`config.mk`:
```
export PLATFORM = sky130hd
export DESIGN_NAME = spi_config_bridge
export DESIGN_NICKNAME = d
export VERILOG_FILES = /design/src/rtl/spi_config_bridge.sv
export SDC_FILE = /design/constraint.sdc
export NUM_CORES = 1
export LEC_CHECK = 0
export CORE_MARGIN = 2
export CORE_UTILIZATION = 48
export DETAILED_ROUTE_END_ITERATION = 8
export PLACE_DENSITY_LB_ADDON = 0.05
export SETUP_SLACK_MARGIN = 0.1
export SLEW_MARGIN = 15
export SYNTH_ARGS = -nofsm -noshare
export SYNTH_HDL_FRONTEND = slang
export SYNTH_SLANG_ARGS = --single-unit
```
`constraint.sdc`:
```
create_clock -name clk -period 1.85 [get_ports clk]
set_input_delay 0.37 -clock clk [delete_from_list [all_inputs] [get_ports clk]]
set_output_delay 0.37 -clock clk [all_outputs]
set_load 0.03 [all_outputs]
```
`src/rtl/spi_config_bridge.sv`:
```
// spi_config_bridge: SPI mode-0 slave front end for the 8 x 16-bit configuration register file.
// Every host signal is oversampled in the clk domain. A frame is 20 bits, sent MSB first:
// {rw, addr[2:0], data[15:0]}, where rw = 1 means write. A write frame ends in a single-cycle
// cfg_write strobe. A read frame shifts cfg_rdata back out on miso.
//
// Ports:
//   clk        system clock
//   reset      asynchronous active-low reset
//   sclk       host serial clock (asynchronous to clk)
//   csn        host chip select, active-low
//   mosi       host serial data in
//   miso       serial read data out (0 when not returning read data)
//   cfg_write  one-clk write strobe to the register file
//   cfg_addr   register address, holds between frames
//   cfg_wdata  register write data, holds between frames
//   cfg_rdata  register file output for cfg_addr
//   busy       high while a frame is in progress
//   frame_err  one-clk pulse when csn rises before a full frame was received
module spi_config_bridge #(
  parameter int unsigned SYNC_STAGES = 2,
  parameter int unsigned ADDR_W      = 3,
  parameter int unsigned DATA_W      = 16
) (
  input  logic              clk,
  input  logic              reset,
  input  logic              sclk,
  input  logic              csn,
  input  logic              mosi,
  output logic              miso,
  output logic              cfg_write,
  output logic [ADDR_W-1:0] cfg_addr,
  output logic [DATA_W-1:0] cfg_wdata,
  input  logic [DATA_W-1:0] cfg_rdata,
  output logic              busy,
  output logic              frame_err
);

  localparam int unsigned HdrLen   = 1 + ADDR_W;
  localparam int unsigned FrameLen = HdrLen + DATA_W;
  localparam int unsigned CntW     = $clog2(FrameLen + 1);

  typedef enum logic [2:0] {
    StIdle,
    StHeader,
    StLoad,
    StData,
    StCommit,
    StWaitCs
  } state_e;

  // Synchronizers. The top bit of the sclk/csn chains is the extra copy used for edge detection.
  logic [SYNC_STAGES:0]   sclk_sync_q;
  logic [SYNC_STAGES:0]   csn_sync_q;
  logic [SYNC_STAGES-1:0] mosi_sync_q;
  // Fills with ones after reset. Until it is full, the csn chain still holds reset values, so a
  // csn that was already low when reset released does not look like a falling edge.
  logic [SYNC_STAGES:0]   vld_q;

  always_ff @(posedge clk or negedge reset) begin
    if (!reset) begin
      sclk_sync_q <= '0;
      csn_sync_q  <= '1;
      mosi_sync_q <= '0;
      vld_q       <= '0;
    end else begin
      sclk_sync_q[0] <= sclk;
      csn_sync_q[0]  <= csn;
      mosi_sync_q[0] <= mosi;
      vld_q[0]       <= 1'b1;
      for (int i = 1; i <= SYNC_STAGES; i++) begin
        sclk_sync_q[i] <= sclk_sync_q[i-1];
        csn_sync_q[i]  <= csn_sync_q[i-1];
        vld_q[i]       <= vld_q[i-1];
      end
      for (int i = 1; i < SYNC_STAGES; i++) begin
        mosi_sync_q[i] <= mosi_sync_q[i-1];
      end
    end
  end

  logic sclk_s, csn_s, mosi_s;
  logic sclk_rise, sclk_fall, csn_fall;

  assign sclk_s    = sclk_sync_q[SYNC_STAGES-1];
  assign csn_s     = csn_sync_q[SYNC_STAGES-1];
  assign mosi_s    = mosi_sync_q[SYNC_STAGES-1];
  assign sclk_rise = sclk_s & ~sclk_sync_q[SYNC_STAGES];
  assign sclk_fall = ~sclk_s & sclk_sync_q[SYNC_STAGES];
  assign csn_fall  = (&vld_q) & csn_sync_q[SYNC_STAGES] & ~csn_s;

  state_e            state_q, state_d;
  logic [CntW-1:0]   cnt_q, cnt_d;
  logic [DATA_W-2:0] shift_q, shift_d;
  logic              rw_q, rw_d;
  logic [DATA_W-1:0] rd_shift_q, rd_shift_d;
  logic              cfg_write_q, cfg_write_d;
  logic              frame_err_q, frame_err_d;
  logic [ADDR_W-1:0] cfg_addr_q, cfg_addr_d;
  logic [DATA_W-1:0] cfg_wdata_q, cfg_wdata_d;

  logic [DATA_W-1:0] shift_in;
  logic [ADDR_W:0]   hdr;

  assign shift_in = {shift_q, mosi_s};
  assign hdr      = shift_in[ADDR_W:0];

  always_comb begin
    state_d     = state_q;
    cnt_d       = cnt_q;
    shift_d     = shift_q;
    rw_d        = rw_q;
    rd_shift_d  = rd_shift_q;
    cfg_addr_d  = cfg_addr_q;
    cfg_wdata_d = cfg_wdata_q;
    cfg_write_d = 1'b0;
    frame_err_d = 1'b0;

    unique case (state_q)
      StIdle: begin
        if (csn_fall) begin
          state_d = StHeader;
          cnt_d   = '0;
        end
      end

      StHeader: begin
        if (csn_s) begin
          state_d     = StIdle;
          frame_err_d = 1'b1;
        end else if (sclk_rise) begin
          shift_d = shift_in[DATA_W-2:0];
          cnt_d   = cnt_q + CntW'(1);
          if (cnt_q == CntW'(HdrLen - 1)) begin
            rw_d       = hdr[ADDR_W];
            cfg_addr_d = hdr[ADDR_W-1:0];
            state_d    = StLoad;
          end
        end
      end

      // cfg_addr settled last cycle, so cfg_rdata now belongs to the addressed register.
      StLoad: begin
        if (csn_s) begin
          state_d     = StIdle;
          frame_err_d = 1'b1;
        end else begin
          rd_shift_d = rw_q ? '0 : cfg_rdata;
          state_d    = StData;
        end
      end

      StData: begin
        if (csn_s) begin
          state_d     = StIdle;
          frame_err_d = 1'b1;
          rd_shift_d  = '0;
        end else if (sclk_rise) begin
          shift_d = shift_in[DATA_W-2:0];
          cnt_d   = cnt_q + CntW'(1);
          if (cnt_q == CntW'(FrameLen - 1)) begin
            if (rw_q) begin
              cfg_wdata_d = shift_in;
              cfg_write_d = 1'b1;
              state_d     = StCommit;
            end else begin
              state_d = StWaitCs;
            end
          end
        end else if (sclk_fall && cnt_q > CntW'(HdrLen)) begin
          // The falling edge right after the last header bit is skipped. The freshly loaded MSB
          // must stay on miso until the host samples it on the next rising edge.
          rd_shift_d = rd_shift_q << 1;
        end
      end

      StCommit: begin
        state_d = StWaitCs;
      end

      StWaitCs: begin
        if (csn_s) begin
          state_d    = StIdle;
          rd_shift_d = '0;
        end
      end

      default: begin
        state_d    = StIdle;
        rd_shift_d = '0;
      end
    endcase
  end

  always_ff @(posedge clk or negedge reset) begin
    if (!reset) begin
      state_q     <= StIdle;
      cnt_q       <= '0;
      shift_q     <= '0;
      rw_q        <= 1'b0;
      rd_shift_q  <= '0;
      cfg_write_q <= 1'b0;
      frame_err_q <= 1'b0;
      cfg_addr_q  <= '0;
      cfg_wdata_q <= '0;
    end else begin
      state_q     <= state_d;
      cnt_q       <= cnt_d;
      shift_q     <= shift_d;
      rw_q        <= rw_d;
      rd_shift_q  <= rd_shift_d;
      cfg_write_q <= cfg_write_d;
      frame_err_q <= frame_err_d;
      cfg_addr_q  <= cfg_addr_d;
      cfg_wdata_q <= cfg_wdata_d;
    end
  end

  // The shifter is cleared on write frames and on every return to idle, so the flop output
  // can drive miso directly.
  assign miso      = rd_shift_q[DATA_W-1];
  assign cfg_write = cfg_write_q;
  assign frame_err = frame_err_q;
  assign cfg_addr  = cfg_addr_q;
  assign cfg_wdata = cfg_wdata_q;
  assign busy      = (state_q != StIdle);

endmodule

```
==> impl_metrics.yaml, run 1 <==
run_status:
  status: "finished, violations left"
  violations: "negative setup slack"
timing:
  rsz0062_at_grt: "yes"
  skew_ps: 14.0
  fmax_ghz: 0.535
  finalCriticalPeriod_ps: 1870
  finalHoldWorstSlack_ps: 356
  maxSlewViolCount: 0
  finalSetupViolations: 4
  final-hold-violation-count: 0
  timing.final.ws_setup_ps: -19.6
  finalCritPeriodShare_pct: 101
synth:
  netlist.top_cell.by_area: "dfrtp_1"
  syn-instance-count: 256
  yosys.area_share.adder_pct: 0.818
  ys_warn_count: 0
  muxShareOfSynthArea_pct: 13.7
  synth-xor-area-share_pct: 0.286
  synth_nets: 279
  synth-simple-area-share_pct: 13.7
  avgSynthCellArea_um2: 11.9
  netlist_area_mm2: 0.00306
  synth_area_leaders: "dfrtp_1 56%, mux2_2 8.1%, nand2_1 6.6%, a22o_1 4.3%, mux2_1 3.3%"
  synth-compound-area-share_pct: 9.29
  synth_top_family_by_area: "simple AND/OR/NAND/NOR gates"
  synth_top_area_share_pct: 56.5
  synth.distinct_cells: 43
  ys_seq_area_share_pct: 59.0
  ys_ff_latch: 72
power_and_ir_drop:
  power_per_cell_area_mw_per_mm2: 1000
  p_switching_mw: 1.27
  p_int_mw: 2.96
  combPwrFrac_pct: 26.0
  p_leak_nw: 2.19
  p_seq_share_pct: 44.3
  switching_share_pct: 30.1
  p_clk_share_pct: 29.7
  irDropWorstVdd_uv: 633
global_routing:
  grt_usage_pct: 19.0
  gr-total-overflow: 0
  grt_pass1_vias: 2195
  grt_start_max_net_pins: 35
  grt_first_pass_wirelength_mm: 10.5
  grt_antenna_before_repair: 0
die:
  dieWidth_um: 83.8
  initial_core_util_pct: 49.0
  core_mm2: 0.00624
  fp-row-count: 29
  dieArea_mm2: 0.00702
  die_height_um: 83.8
  io_pins: 44
clock_tree:
  cts.clk_slew.worst_paths_ps: 70
  cts_max_level: 3
  clk_latency_ps: 350
  numCtsBuffers: 9
  cts_root_buf: "clkbuf_8"
  cts.sinks: 72
  cts_tree: "yes"
  cts_buffer_depth: 2
placed_design:
  gp_congestion: 0.798
  dp_hpwl_mm: 3.82
  portBuffers: 43
drt:
  vias: 2128
  first_pass_iters: 4
  routedWlPerCell_um: 15.2
  drcViolationCount: 0
  ant_nets: 0
  via_per_inst: 5.19
  routed_wl_mm: 6.24
  drt-initial-drc-count: 93
critical_path:
  reg2reg_setup_slack_ps: -20
  cp-start-kind: "flip-flop"
  path_max_fanout: 4
  end_kind: "flip-flop"
  r2r-start: "cnt_q[0]"
  cp.required_ps: 2080
  reg2reg_depth: 4
  slowest_stage: "or4_4"
  r2r-end: "rw_q"
  crit_path_max_incr_delay_ps: 480
  cp_cell_sequence: "ha_2 -> or3b_4 -> or4_4 -> mux2_4"
  worst_ep_arrival_time_ps: 2100
  worst-setup-path-type: "flip-flop to flip-flop"
finish:
  drive_gt1_share_pct: 30.0
  layout.nets: 351
  antennaDiodeCount: 0
  nFillCells: 473
  final_common_cell: "dfrtp_1"
  fin_util_pct: 67.8
  area_delta_synth_final_pct: 38.5
  mostFrequentLayoutCells: "68 x dfrtp_1, 54 x nand2_1, 28 x mux2_4"
min_path:
  hp-class: "flip-flop to flip-flop"
  hold_path_depth: 0
  hold-path-endpoint: "mosi_sync_q[1]"
  min-delay-start: "mosi_sync_q[0]"
run:
  drv_cap: 0
registers in the layout (all words and copies together) (netlist names):
| name | cells |
|---|---|
| cfg_wdata | 16 |
| rd_shift_q | 16 |
| shift_q | 15 |
| cnt_q | 5 |
| cfg_addr | 3 |
| csn_sync_q | 3 |
| sclk_sync_q | 3 |
| state_q | 3 |
| vld_q | 3 |
| mosi_sync_q | 2 |
| cfg_write | 1 |
| frame_err | 1 |
| rw_q | 1 |
worst max-delay path, delay by kind of cell (launching register included):
family | cells | cell delay, ps
simple gates | 2 | 880
flops | 1 | 380
mux | 1 | 310
fa+ha+maj | 1 | 190
cell type report:
cell class                      instances  area, µm²  share of cell area [%]
Clock buffer                           12        145                    3.43
Clock inverter                          4       53.8                    1.27
Inverter                                6       22.5                   0.532
Multi-Input combinational cell        165       1300                    30.7
Sequential cell                        72       1810                    42.7
Tap cell                               77       96.3                    2.28
Timing Repair Buffer                   74        810                    19.1
power groups by stage:
stage          Combinational [mW]  Clock [mW]  Sequential [mW]
2_1_floorplan               0.548           0             1.91
3_3_place_gp                0.963           0             1.89
3_5_place_dp                0.978           0             1.90
4_1_cts                      1.07        1.28             1.87
5_1_grt                      1.20        1.35             1.90
6_report                     1.10        1.26             1.88
synthesized netlist by cell type, drive strengths merged:
cell type	instances
clkbuf	5
nor3	6
dfstp	3
or4	1
nor2b	3
nor2	3
or3	1
dfrtp	69
o21a	1
and2	2
nand2	55
mux2i	1
or3b	1
nor4	1
o21ai	11
a32o	1
conb	1
nand2b	2
a22o	15
o311ai	1
o22ai	1
nor3b	3
o211ai	2
a211o	1
inv	6
buf	8
ha	2
or2	1
mux2	35
nand3	6
and2b	1
a21oi	3
a211oi	3
xor2	1
repair_timing:
| item | in CTS | in global routing |
|---|---|---|
| endpoints found under the setup margin | 41 | 50 |
| gates cloned | 1 | 2 |
| resized for setup | 30 | 15 |
| pin swaps | 2 | 1 |
| endpoints found under the hold margin | 14 | 0 |
| setup buffers | 2 | 3 |
| hold buffers | 1 | 0 |
metal layers:
metal	global-route usage [%]	wire length (µm)	share of wire [%]
met5	0	0	0
met4	7.04	59	0.95
met3	5.44	237	3.8
met2	29.4	3010	48
met1	25.6	2930	47
how the worst max path moves through the flow:
stage	startpoint	endpoint	slack, ps	cells after the start
finish	cnt_q[0]	rw_q	-20	4
global placement	cnt_q[1]	cfg_addr[2]	20	4
detailed placement	cnt_q[1]	cfg_addr[1]	-10	4
CTS	cnt_q[1]	cfg_addr[1]	-10	4
global route	cnt_q[0]	cfg_addr[1]	-70	4
floorplan	state_q[2]	cfg_addr[0]	-60	5
kinds of logic (layout without fill, tap and decap cells):
| family | after synthesis | count (layout) |
|---|---|---|
| fa+ha+maj | 2 | 2 |
| other cells | 1 | 1 |
| simple gates | 86 | 86 |
| buf+inv | 19 | 96 |
| mux | 36 | 36 |
| flops | 72 | 72 |
| compound gates | 39 | 39 |
| xor+xnor | 1 | 1 |
through the flow:
stage / cell area, µm² / power [mW] / worst slack, ps / setup TNS (ps) / std cells
after detailed placement: 3830 / 2.88 / -14.8 / -51.9 / 385
after global placement: 3830 / 2.85 / 18.0 / 0 / 385
final: 4230 / 4.23 / -19.6 / -76.7 / 410
after floorplan: 3150 / 2.45 / -56.1 / -243 / 256
after global routing: 4230 / 4.45 / -74.9 / -719 / 410
after CTS: 4130 / 4.22 / -12.9 / -49.7 / 405
Note: power is estimated with default switching activity, not from simulation.
==> inputs of run 2 (changes only) <==
CORE_MARGIN = 5   (was 2)
==> run 2 against run 1 <==
Against the previous run:
- the flow still finishes with violations (negative setup slack)
- clock skew is 2.4 ps higher
- count of clock-buffer cells in the layout stayed put
- first-iteration DRC count is 62% higher
- worst hold slack worse by 310 ps
- final area is 0.62% lower
- die area is 15% higher
- sequential share of layout area is 0.27 points higher
- critical endpoint is now cfg_wdata[2]
- power is 2.7% lower
- via count is 0.75% higher
- combinational power is 9% higher
- non-clock buffer count is 2 higher
==> impl_metrics.yaml, run 2 (same netlist as run 1, synthesis figures left out) <==
finish:
  drive_gt1_share_pct: 31.0
  fin_util_pct: 67.0
  fin_area_mm2: 0.00421
  mostFrequentLayoutCells: "68 x dfrtp_1, 54 x nand2_1, 33 x mux2_4"
  layout.nets: 353
  area_delta_synth_final_pct: 37.6
  final_common_cell: "dfrtp_1"
  antennaDiodeCount: 0
critical_path:
  crit_buf_inv: 3
  reg2reg_depth: 7
  cp_cell_sequence: "ha_2 -> or3b_4 -> buf_6 -> nor3_4 -> buf_6 -> clkbuf_16 -> mux2_2"
  cp_top_family: "simple AND/OR/NAND/NOR gates"
  path_max_fanout: 5
  reg2reg_setup_slack_ps: -50
  worstSetupStartpoint: "cnt_q[1]"
  r2r-end: "cfg_wdata[2]"
  r2r-start: "cnt_q[1]"
  worst_ep_arrival_time_ps: 2110
  crit_top_cell: "buf_6"
  cp-start-kind: "flip-flop"
  crit_cells: 7
  crit_path_end: "cfg_wdata[2]"
  worst-setup-path-type: "flip-flop to flip-flop"
  end_kind: "flip-flop"
  slowest_stage: "or3b_4"
  crit_path_max_incr_delay_ps: 390
  cp.required_ps: 2070
clock_tree:
  numCtsBuffers: 9
  cts_root_buf: "clkbuf_8"
  cts_max_level: 3
  cts.clk_slew.worst_paths_ps: 80
  clk_latency_ps: 340
  cts_hold_buf: 0
  cts.sinks: 72
  cts_buffer_depth: 2
  cts_tree: "yes"
placed_design:
  place_area_mm2: 0.00382
  pre_cts_ws_ps: -26.3
  gp_congestion: 0.772
  dp_hpwl_mm: 3.96
  portBuffers: 43
power_and_ir_drop:
  p_leak_nw: 2.19
  p_total_mw: 4.12
  combPwrFrac_pct: 29.2
  p_int_mw: 2.84
  p_clk_share_pct: 25.3
  switching_share_pct: 31.1
  power_per_cell_area_mw_per_mm2: 979
  p_switching_mw: 1.28
  irDropWorstVdd_uv: 519
  p_seq_share_pct: 45.5
timing:
  fmax_ghz: 0.526
  finalCriticalPeriod_ps: 1900
  finalSetupViolations: 9
  finalCritPeriodShare_pct: 103
  final-hold-violation-count: 0
  timing.final.ws_setup_ps: -49.6
  skew_ps: 16.4
  maxSlewViolCount: 0
  rsz0062_at_grt: "yes"
die:
  fp-row-count: 29
  io_pins: 44
  dieWidth_um: 89.8
  dieArea_mm2: 0.00807
  die_height_um: 89.8
  initial_core_util_pct: 48.7
  core_mm2: 0.00628
min_path:
  hp-class: "primary input to async pin"
global_routing:
  grt_first_pass_wirelength_mm: 10.8
  gr-total-overflow: 0
  grt_antenna_before_repair: 0
  grt_start_max_net_pins: 73
  grt_pass1_vias: 2227
  grt_usage_pct: 16.2
run:
  drv_cap: 0
drt:
  ant_nets: 0
  via_per_inst: 5.20
  routedWlPerCell_um: 15.7
  drcViolationCount: 0
  drt-initial-drc-count: 151
  routed_wl_mm: 6.47
  vias: 2144
  first_pass_iters: 4
run_status:
  violations: "negative setup slack"
  status: "finished, violations left"
[run 2: timing repair]
action	4_1_cts	5_1_grt
setup endpoints to repair	48	51
pin swaps	2	7
resized for setup	27	32
hold endpoints to repair	0	0
buffers inserted	4	3
gates cloned	0	2
[run 2: routing by layer]
layer	GRT usage, %	wire (µm)	vias to the layer above
li1	-	-	1034
met1	21.4	2940	1047
met2	24.3	3100	51
met3	4.34	291	12
met4	8.56	133	0
met5	0	0	-
[run 2: power by group through the flow]
stage               sequential [mW]  combinational, mW  clock (mW)
finish                         1.88               1.20        1.04
global route                   1.90               1.31        1.15
CTS                            1.87               1.07        1.08
detailed placement             1.90              0.983           0
floorplan                      1.91              0.548           0
global placement               1.90              0.967           0
[run 2: worst min-delay path by stage]
stage / start / end / slack [ps] / cells past startpoint
2_1_floorplan: reset / cfg_addr[0] / 70 / 0
3_3_place_gp: mosi_sync_q[0] / mosi_sync_q[1] / 330 / 0
3_5_place_dp: sclk_sync_q[0] / sclk_sync_q[1] / 340 / 0
4_1_cts: reset / rd_shift_q[9] / 50 / 2
5_1_grt: reset / vld_q[1] / 70 / 2
6_report: reset / rd_shift_q[2] / 50 / 2
[run 2: cell type report]
type	instances	area, µm²
Fill cell	478	2070
Multi-Input combinational cell	165	1330
Clock inverter	4	23.8
Timing Repair Buffer	76	790
Inverter	6	27.5
Clock buffer	12	135
Tap cell	77	96.3
Sequential cell	72	1810
[run 2: through the flow]
step | TNS (ps) | hold slack, ps | cells
detailed placement | -81.0 | 340 | 387
global placement | 0 | 335 | 387
floorplan | -243 | 74.4 | 256
finish | -142 | 50.8 | 412
global route | -1070 | 70.6 | 412
CTS | -197 | 48.1 | 407
[run 2: worst register-to-register path, delay by kind of cell (launching register included)]
kind          cells  cell delay [ps]
simple gates      2              500
fa+ha+maj         1              180
buf+inv           3              430
mux               1              320
flops             1              360
==> inputs of run 3 (changes only) <==
--- a/config.mk
+++ b/config.mk
@@ -7,5 +7,5 @@
 export LEC_CHECK = 0
 export CORE_MARGIN = 5
-export CORE_UTILIZATION = 48
+export CORE_UTILIZATION = 47
 export DETAILED_ROUTE_END_ITERATION = 8
 export PLACE_DENSITY_LB_ADDON = 0.05
==> constraint.sdc (replaced) <==
create_clock -name clk -period 1.85 [get_ports clk]
set_input_delay 0.4625 -clock clk [delete_from_list [all_inputs] [get_ports clk]]
set_output_delay 0.4625 -clock clk [all_outputs]
set_load 0.03 [all_outputs]
==> run 3 against run 2 <==
Against the previous run:
- the run still ends with negative setup slack left
- setup slack better by 4.0 ps
- sequential share of layout area is 0.43 points lower
- non-clock buffer count is 2 higher
- via count stayed put
- count of clock-buffer cells in the layout is 2 lower
- cell count is 0.49% higher
- combinational power is 8% higher
- die area is 1.9% higher
- critical endpoint is now rw_q
- highest routed layer unchanged
==> impl_metrics.yaml, run 3 (same netlist as run 1, synthesis figures left out) <==
drt:
  vias: 2144
  first_pass_iters: 4
  routed_wl_mm: 6.69
  via_per_inst: 5.18
  drt-initial-drc-count: 51
  drcViolationCount: 0
  drt-met1-wl_mm: 3.20
  wl_met3_um: 256
  routedWlPerCell_um: 16.2
  wl_met2_mm: 3.11
  top_layer: "met4"
  ant_nets: 0
die:
  dieWidth_um: 90.7
  core_mm2: 0.00635
  die_height_um: 90.7
  fp-row-count: 29
  io_pins: 44
  initial_core_util_pct: 48.2
  dieArea_mm2: 0.00822
finish:
  drive_gt1_share_pct: 33.5
  final_common_cell: "dfrtp_1"
  area_delta_synth_final_pct: 39.1
  mostFrequentLayoutCells: "67 x dfrtp_1, 53 x nand2_1, 35 x mux2_4"
  nFillCells: 486
  antennaDiodeCount: 0
  fin_area_mm2: 0.00425
  fin_cells: 414
  layout.nets: 355
global_routing:
  grt_antenna_before_repair: 0
  grt_pass1_vias: 2241
  gr-total-overflow: 0
  grt_start_max_net_pins: 73
  grt_usage_pct: 17.3
  grt_first_pass_wirelength_mm: 11.3
critical_path:
  cp_top_family: "simple AND/OR/NAND/NOR gates"
  cp-start-kind: "flip-flop"
  crit_buf_inv: 0
  end_kind: "flip-flop"
  cp.required_ps: 2080
  cp_cell_sequence: "ha_2 -> or3b_4 -> or4_4 -> mux2_4"
  worst-setup-path-type: "flip-flop to flip-flop"
  worst_ep_arrival_time_ps: 2120
  slowest_stage: "or4_4"
  path_max_fanout: 4
  crit_path_max_incr_delay_ps: 480
clock_tree:
  clk_latency_ps: 350
  cts_max_level: 3
  numCtsBuffers: 9
  cts.clk_slew.worst_paths_ps: 70
  cts.sinks: 72
  cts_tree: "yes"
  cts_buffer_depth: 2
  cts_hold_buf: 0
  cts_root_buf: "clkbuf_8"
run:
  drv_cap: 0
timing:
  skew_ps: 8.90
  finalCriticalPeriod_ps: 1900
  fmax_ghz: 0.528
  maxSlewViolCount: 0
  finalSetupViolations: 4
  finalCritPeriodShare_pct: 102
  rsz0062_at_grt: "yes"
  timing.final.ws_setup_ps: -45.6
  final-hold-violation-count: 0
run_status:
  violations: "negative setup slack"
  status: "finished, violations left"
power_and_ir_drop:
  p_leak_nw: 2.11
  irDropWorstVdd_uv: 519
  power_per_cell_area_mw_per_mm2: 1010
  p_total_mw: 4.29
placed_design:
  gp_congestion: 0.766
  pre_cts_ws_ps: -47.7
  placed_cells: 383
  place_area_mm2: 0.00379
  dp_hpwl_mm: 3.86
  portBuffers: 43
min_path:
  hp-class: "primary input to async pin"
[run 3: cell types whose count changed in the layout (fill, tap and decap cells not counted), moves of 2 or more]
| cell | previous run | this run |
|---|---|---|
| dlygate4sd2_1 | 13 | 22 |
| clkinvlp_4 | 0 | 2 |
| dlymetal6s2s_1 | 8 | 0 |
| buf_6 | 8 | 12 |
| mux2_4 | 33 | 35 |
| clkbuf_1 | 3 | 0 |
| mux2_2 | 2 | 0 |
| buf_4 | 20 | 18 |
[run 3: final timing paths]
path	startpoint	endpoint	slack, ps	cells past startpoint
max	cnt_q[1]	rw_q	-50	4
min	reset	state_q[1]	140	2
max reg2reg	cnt_q[1]	rw_q	-50	4
min reg2reg	sclk_sync_q[0]	sclk_sync_q[1]	350	0
max in group asynchronous	reset	csn_sync_q[1]	1400	2
min in group clk	sclk_sync_q[0]	sclk_sync_q[1]	350	0
[run 3: routing by layer]
metal	track usage, %	up-vias
li1	-	1039
met1	24.3	1055
met2	25.0	41
met3	4.00	9
met4	8.56	0
met5	0	-
[run 3: worst reg2reg max path, cell delays in order (launching register included)]
cell,delay [ps]
dfrtp_1,380
ha_2,190
or3b_4,400
or4_4,480
mux2_4,320
[run 3: per-stage QoR]
| stage | util [%] | hold WS [ps] | setup TNS [ps] |
|---|---|---|---|
| 2_1_floorplan | - | 167 | -243 |
| 3_3_place_gp | 59.7 | 333 | 0 |
| 3_5_place_dp | 59.7 | 338 | -155 |
| 4_1_cts | 65.7 | 144 | -214 |
| 5_1_grt | 67.0 | 176 | -926 |
| 6_report | 67.0 | 143 | -138 |
[run 3: area by class of cell]
cell class / instances / area, µm² / share of cell area, %
Inverter: 6 / 27.5 / 0.647
Clock buffer: 10 / 138 / 3.24
Sequential cell: 72 / 1810 / 42.5
Clock inverter: 6 / 42.5 / 1.00
Timing Repair Buffer: 78 / 791 / 18.6
Multi-Input combinational cell: 165 / 1350 / 31.7
Tap cell: 77 / 96.3 / 2.27
[run 3: timing repair]
item / 4_1_cts / 5_1_grt
endpoints found under the hold margin: 0 / 0
gates cloned: 3 / 0
pin swaps: 2 / 5
setup endpoints to repair: 58 / 57
gates resized for setup: 56 / 20
setup buffers: 9 / 3
[run 3: report_power, final]
part	internal [mW]	switching (mW)
registers	1.74	0.123
logic	0.679	0.616
clock network	0.525	0.604
total	2.94	1.34
